`src/rtl/control_state_decoder.sv`:
```
// control_state_decoder
// Control-unit state register fed by the IR encoder's next-state code.
// It sequences fetch / decode / execute, including multi-step STRB sub-steps.
// All strobes are a Moore decode of the registered State/Step.
// Illegal is registered, so it pulses for the cycle that follows the offending edge.
// Build option: define MOC_TIMEOUT_EN to bound MOC waits with a 4-bit counter.
// A wait that times out returns to fetch and raises Illegal as a memory fault.
module control_state_decoder #(
  parameter logic [6:0] FETCH_ST    = 7'h01,
  parameter logic [3:0] TIMEOUT_CYC = 4'd15
) (
  input  logic       Clk,
  input  logic       Rst_n,
  input  logic [6:0] EncState,
  input  logic       Cond,
  input  logic       Ubit,
  input  logic       MOC,
  output logic [6:0] State,
  output logic [1:0] Step,
  output logic       IR_LE,
  output logic       PC_LE,
  output logic       MAR_LE,
  output logic       MDR_LE,
  output logic       RF_LE,
  output logic       MemEn,
  output logic       MemRW,
  output logic       MA_Sel,
  output logic [1:0] ALU_Op,
  output logic       Illegal
);

  typedef enum logic [6:0] {
    S_RESET   = 7'h00,
    S_F1      = 7'h01,
    S_F2      = 7'h02,
    S_F3      = 7'h03,
    S_DECODE  = 7'h04,
    S_ADD_IMM = 7'h05,
    S_ADD_SHF = 7'h06,
    S_ADD_REG = 7'h07,
    S_OFF_A   = 7'h08,
    S_OFF_B   = 7'h0C,
    S_OFF_C   = 7'h10,
    S_OFF_D   = 7'h14,
    S_PRE_A   = 7'h18,
    S_PRE_B   = 7'h1D,
    S_PRE_C   = 7'h22,
    S_POST_A  = 7'h2C,
    S_POST_B  = 7'h31,
    S_POST_C  = 7'h36,
    S_POST_D  = 7'h3B,
    S_BRANCH  = 7'h40
  } state_t;

  localparam logic [1:0] ALU_PASS = 2'd0;
  localparam logic [1:0] ALU_ADD  = 2'd1;
  localparam logic [1:0] ALU_SUB  = 2'd2;
  localparam logic [1:0] ALU_ADD4 = 2'd3;

  localparam logic [1:0] STEP_ADDR  = 2'd0;
  localparam logic [1:0] STEP_DATA  = 2'd1;
  localparam logic [1:0] STEP_WRITE = 2'd2;
  localparam logic [1:0] STEP_WB    = 2'd3;

  // Codes the decoder is allowed to jump to from DECODE.
  function automatic logic f_is_legal(input logic [6:0] code);
    logic ok;
    case (code)
      7'h05, 7'h06, 7'h07, 7'h08, 7'h0C, 7'h10, 7'h14,
      7'h18, 7'h1D, 7'h22, 7'h2C, 7'h31, 7'h36, 7'h3B, 7'h40: ok = 1'b1;
      default: ok = 1'b0;
    endcase
    return ok;
  endfunction

  // Offset-class STRB: no write-back step.
  function automatic logic f_is_offset(input state_t s);
    logic hit;
    case (s)
      S_OFF_A, S_OFF_B, S_OFF_C, S_OFF_D: hit = 1'b1;
      default: hit = 1'b0;
    endcase
    return hit;
  endfunction

  // Post-index STRB: the address is Rn unmodified.
  function automatic logic f_is_post(input state_t s);
    logic hit;
    case (s)
      S_POST_A, S_POST_B, S_POST_C, S_POST_D: hit = 1'b1;
      default: hit = 1'b0;
    endcase
    return hit;
  endfunction

  state_t     r_state;
  logic [1:0] r_step;
  logic       r_illegal;

  state_t     w_next_state;
  logic [1:0] w_next_step;
  logic       w_illegal;
  logic       w_wait;
  logic       w_timeout;
  logic [1:0] w_ubit_op;

`ifdef MOC_TIMEOUT_EN
  logic [3:0] r_wait_cnt;
  logic [3:0] w_wait_inc;

  assign w_wait_inc = r_wait_cnt + 4'd1;
  assign w_timeout  = (~MOC) & (w_wait_inc == TIMEOUT_CYC);

  // Wait counter: counts MOC-low cycles while waiting; it is zero whenever no wait is in progress.
  always_ff @(posedge Clk or negedge Rst_n) begin
    if (!Rst_n) begin
      r_wait_cnt <= 4'd0;
    end else if (w_wait && !MOC && !w_timeout) begin
      r_wait_cnt <= w_wait_inc;
    end else begin
      r_wait_cnt <= 4'd0;
    end
  end
`else
  logic [4:0] w_unused_timeout;

  assign w_timeout        = 1'b0;
  assign w_unused_timeout = {w_wait, TIMEOUT_CYC};
`endif

  assign w_ubit_op = Ubit ? ALU_ADD : ALU_SUB;

  // Next-state, next-step and Moore strobe decode of the registered state.
  always_comb begin
    w_next_state = r_state;
    w_next_step  = r_step;
    w_illegal    = 1'b0;
    w_wait       = 1'b0;
    IR_LE        = 1'b0;
    PC_LE        = 1'b0;
    MAR_LE       = 1'b0;
    MDR_LE       = 1'b0;
    RF_LE        = 1'b0;
    MemEn        = 1'b0;
    MemRW        = 1'b0;
    MA_Sel       = 1'b0;
    ALU_Op       = ALU_PASS;
    case (r_state)
      S_RESET: begin
        w_next_state = state_t'(FETCH_ST);
        w_next_step  = STEP_ADDR;
      end
      S_F1: begin
        MAR_LE       = 1'b1;
        MA_Sel       = 1'b1;
        w_next_state = S_F2;
        w_next_step  = STEP_ADDR;
      end
      S_F2: begin
        MemEn  = 1'b1;
        MemRW  = 1'b1;
        MDR_LE = 1'b1;
        w_wait = 1'b1;
        if (MOC) begin
          w_next_state = S_F3;
        end else if (w_timeout) begin
          w_next_state = state_t'(FETCH_ST);
          w_next_step  = STEP_ADDR;
          w_illegal    = 1'b1;
        end else begin
          w_next_state = S_F2;
        end
      end
      S_F3: begin
        IR_LE        = 1'b1;
        PC_LE        = 1'b1;
        ALU_Op       = ALU_ADD4;
        w_next_state = S_DECODE;
      end
      S_DECODE: begin
        w_next_step = STEP_ADDR;
        if (!Cond) begin
          w_next_state = state_t'(FETCH_ST);
        end else if (f_is_legal(EncState)) begin
          w_next_state = state_t'(EncState);
        end else begin
          w_next_state = state_t'(FETCH_ST);
          w_illegal    = 1'b1;
        end
      end
      S_ADD_IMM, S_ADD_SHF, S_ADD_REG: begin
        RF_LE        = 1'b1;
        ALU_Op       = ALU_ADD;
        w_next_state = state_t'(FETCH_ST);
        w_next_step  = STEP_ADDR;
      end
      S_BRANCH: begin
        PC_LE        = 1'b1;
        ALU_Op       = ALU_ADD;
        w_next_state = state_t'(FETCH_ST);
        w_next_step  = STEP_ADDR;
      end
      S_OFF_A, S_OFF_B, S_OFF_C, S_OFF_D,
      S_PRE_A, S_PRE_B, S_PRE_C,
      S_POST_A, S_POST_B, S_POST_C, S_POST_D: begin
        case (r_step)
          STEP_ADDR: begin
            MAR_LE      = 1'b1;
            ALU_Op      = f_is_post(r_state) ? ALU_PASS : w_ubit_op;
            w_next_step = STEP_DATA;
          end
          STEP_DATA: begin
            MDR_LE      = 1'b1;
            w_next_step = STEP_WRITE;
          end
          STEP_WRITE: begin
            MemEn  = 1'b1;
            w_wait = 1'b1;
            if (MOC) begin
              if (f_is_offset(r_state)) begin
                w_next_state = state_t'(FETCH_ST);
                w_next_step  = STEP_ADDR;
              end else begin
                w_next_step  = STEP_WB;
              end
            end else if (w_timeout) begin
              w_next_state = state_t'(FETCH_ST);
              w_next_step  = STEP_ADDR;
              w_illegal    = 1'b1;
            end else begin
              w_next_step  = STEP_WRITE;
            end
          end
          STEP_WB: begin
            // Offset class never reaches WB; treat it as a corrupted step and return quietly.
            if (!f_is_offset(r_state)) begin
              RF_LE  = 1'b1;
              ALU_Op = w_ubit_op;
            end else begin
              RF_LE  = 1'b0;
            end
            w_next_state = state_t'(FETCH_ST);
            w_next_step  = STEP_ADDR;
          end
          default: begin
            w_next_state = state_t'(FETCH_ST);
            w_next_step  = STEP_ADDR;
          end
        endcase
      end
      default: begin
        w_next_state = state_t'(FETCH_ST);
        w_next_step  = STEP_ADDR;
      end
    endcase
  end

  // State, sub-step and Illegal pulse registers; an asynchronous reset aborts any wait.
  always_ff @(posedge Clk or negedge Rst_n) begin
    if (!Rst_n) begin
      r_state   <= S_RESET;
      r_step    <= STEP_ADDR;
      r_illegal <= 1'b0;
    end else begin
      r_state   <= w_next_state;
      r_step    <= w_next_step;
      r_illegal <= w_illegal;
    end
  end

  assign State   = r_state;
  assign Step    = r_step;
  assign Illegal = r_illegal;

endmodule

```
`config.mk`:
```
export PLATFORM = sky130hd
export DESIGN_NAME = control_state_decoder
export DESIGN_NICKNAME = d
export VERILOG_FILES = /design/src/rtl/control_state_decoder.sv
export SDC_FILE = /design/constraint.sdc
export NUM_CORES = 1
export LEC_CHECK = 0
export CAP_MARGIN = 15
export CORE_ASPECT_RATIO = 1.5
export CORE_MARGIN = 5
export CORE_UTILIZATION = 51
export CTS_CLUSTER_DIAMETER = 30
export DETAILED_ROUTE_END_ITERATION = 8
export PLACE_DENSITY = 0.83
export SYNTH_ARGS = -nofsm -noshare
export SYNTH_HDL_FRONTEND = slang
export SYNTH_SLANG_ARGS = --single-unit
```
`constraint.sdc`:
```
create_clock -name Clk -period 3.6 [get_ports Clk]
set_input_delay 1.08 -clock Clk [delete_from_list [all_inputs] [get_ports Clk]]
set_output_delay 1.08 -clock Clk [all_outputs]
set_load 0.005 [all_outputs]
```
==> flow_summary.ini <==
[outcome]
status = complete, no violations

[global_routing]
first_global_vias = 1091
grt_pass1_wl_um = 4857
grt_overflow = 0
grt_max_degree = 13
grtUsageTotal = 0.2078
grt_antenna_before_repair = 0

[timing]
finClkSkew_ns = 0.01104
setup_viol = 0
fin_ws_ns = 0.1339
period_share = 0.9628
relSlewSlack = 0.6871
slew_violations = 0
finalHoldViolCount = 0
clock.fmax_mhz = 288.5
fin_crit_ns = 3.466
tightestPinTransition_ns = 0.4679

[synthesis]
synth_edf_count = 0
syn_inst = 134
synth_area_per_cell_um2 = 8.086
yosysSeqAreaShare = 0.2309
async_flop_share = 1.000
synthFlopType = dfrtp_1
synth_warnings = 0
syn_nets = 151
synth_area_um2 = 1084
yosysUniqueCellTypes = 53
synth-seq-cells = 10

[power]
p_per_area_nw_per_um2 = 479.9
peakVddDrop_mv = 0.2875
p_leak_nw = 0.6038

[critical_path]
reg2reg_from = State[3]$_DFFE_PN0P_
cp-start-kind = flop
critPathMaxFanout = 9
rrSetupSlack_ns = 1.59
worstSetupPathType = reg -> out
crit_path_end_kind = output port
reg2regPathDepth = 7
arrival_ns = 2.39
crit_required_ns = 2.52
worst_r2r_endpoint = State[2]$_DFFE_PN0P_

[drt]
firstDrtPassIters = 4
drt-total-wl_um = 3015
wl_per_cell_um = 16.57
via_per_inst = 6.462
ant_nets = 0
route.detailed.drc = 0
vias = 1176
drt_iter0_markers = 27

[layout]
nNetsFinal = 179
antenna_cells = 0
areaGrowthSynthToFinish_pct = 32.79
final_cells = 182
drive_gt1_frac = 0.1188

[flow_run]
max-cap-violations = 0

[die]
placementRows = 20
dieArea_um2 = 3165
initial_core_util = 0.5346
io_pins = 32
core-area_um2 = 2027
die_y_um = 66.45
die-width_um = 47.64

[hold_path]
hp-start = State[5]$_DFFE_PN0P_
hold_end = State[5]$_DFFE_PN0P_
hold_path_class = reg -> reg
hold_path_depth = 1

[placement]
port-buffer-count = 31
dp_hpwl_um = 2345
placed_cells_incl_taps = 178
gp_routability_congestion = 0.8544
place_ws_ns = 0.0006808

[clock_network]
clockRootBuffer = clkbuf_4
clk_pin_slew_ns = 0.06
tritoncts = done
clkLatencyLatePin_ns = 0.27
cts_buffer_depth = 2
numCtsBuffers = 3
clock_sinks = 10
htree_num_levels = 1
==> logic make-up (layout without fill, tap and decap cells) <==
| group | Yosys count | count (layout) | share of synthesized area |
|---|---|---|---|
| buf+inv | 23 | 49 | 0.09701 |
| fa+ha+maj | 5 | 5 | 0.05774 |
| xor+xnor | 3 | 3 | 0.02425 |
| compound gates | 38 | 38 | 0.2841 |
| flops | 10 | 10 | 0.2309 |
| simple gates | 55 | 55 | 0.3060 |
==> worst max path at each step <==
stage	from	end	depth (start not counted)
final	State[1]$_DFFE_PN0P_	ALU_Op[0]	7
after global routing	State[5]$_DFFE_PN0P_	MemEn	7
after CTS	State[5]$_DFFE_PN0P_	MemEn	7
after detailed placement	Ubit	ALU_Op[1]	4
after global placement	Ubit	ALU_Op[1]	4
after floorplan	State[3]$_DFFE_PN0P_	MDR_LE	6
==> registers in the layout, indices dropped and copies added (netlist names) <==
signal,count
State,7
Step,2
Illegal,1
==> synth_stat cells, types with 3 or more instances <==
| library cell | instances | area (um2) |
|---|---|---|
| buf_2 | 6 | 30.03 |
| a32o_1 | 3 | 30.03 |
| clkbuf_1 | 5 | 18.77 |
| nor2b_1 | 3 | 18.77 |
| dfrtp_1 | 10 | 250.2 |
| o21ai_1 | 3 | 15.01 |
| o22ai_1 | 5 | 31.28 |
| a21oi_1 | 5 | 25.02 |
| nand3_1 | 7 | 35.03 |
| ha_1 | 5 | 62.56 |
| nand2_1 | 5 | 18.77 |
| nor2_1 | 14 | 52.55 |
| nor4bb_1 | 4 | 40.04 |
| inv_1 | 10 | 37.54 |
==> power by group <==
group | leakage (nW) | internal (mW) | switching, mW
Clock | 0.0138 | 0.0385 | 0.0356
Combinational | 0.460 | 0.249 | 0.194
Sequential | 0.130 | 0.132 | 0.0414
Total | 0.604 | 0.419 | 0.271
==> layout make-up <==
cell class / count / area [um2]
Inverter: 10 / 37.54
Multi-Input combinational cell: 101 / 747.0
Fill cell: 172 / 588.1
Sequential cell: 10 / 254.0
Tap cell: 22 / 27.53
Timing Repair Buffer: 36 / 350.3
Clock buffer: 3 / 22.52
==> stage by stage <==
step / util / setup TNS (ns) / power [mW] / hold WS (ns) / area, um2
global placement: 0.6827 / 0 / 0.5949 / 0.6470 / 1384
floorplan: - / 0 / 0.3869 / 0.6240 / 1084
global route: 0.7099 / -0.007760 / 0.7410 / 0.6689 / 1439
CTS: 0.6932 / 0 / 0.6778 / 0.7006 / 1405
detailed placement: 0.6827 / 0 / 0.6045 / 0.6848 / 1384
finish: 0.7099 / 0 / 0.6905 / 0.6310 / 1439
==> what timing repair did <==
item / CTS / global route
pin swaps: 0 / 2
buffers inserted: 0 / 1
setup endpoints to repair: 1 / 6
endpoints found under the hold margin: 0 / 0
hold buffers: 0 / 0
gates resized for setup: 1 / 8
==> cell usage in the layout, fill, tap and decap left out, types with 2 or more instances in the layout <==
cell             synthesis  layout
a211o_1                  2       2
a21oi_1                  5       5
a31oi_1                  2       2
a32o_1                   3       3
and2_1                   2       2
and3_1                   2       2
and4_1                   2       2
and4b_1                  2       2
buf_4                    1       4
clkbuf_4                 0       3
clkdlybuf4s50_1          0      30
dfrtp_1                 10       7
dfrtp_2                  0       3
ha_1                     5       5
inv_1                   10      10
nand2_1                  5       5
nand3_1                  7       7
nor2_1                  14      13
nor2b_1                  3       3
nor3_1                   2       2
nor4_1                   2       2
nor4bb_1                 4       3
o21ai_1                  3       3
o22ai_1                  5       4
or3_1                    2       2
xnor2_1                  2       2
==> critical path: stages (launching register included) <==
cell             delay (ns)
dfrtp_1                0.47
buf_4                  0.21
nor4bb_1               0.28
a31oi_1                0.06
o311ai_0               0.31
a32oi_1                0.12
o21ai_1                0.15
clkdlybuf4s50_1        0.51
==> per-layer routing <==
metal,vias up,wire length (um),GRT usage
li1,564,-,-
met1,574,1158,0.2441
met2,33,1669,0.3574
met3,5,147,0.03514
met4,0,40,0.08081
met5,-,0,0
No activity file was read; power rests on OpenSTA's default activity.
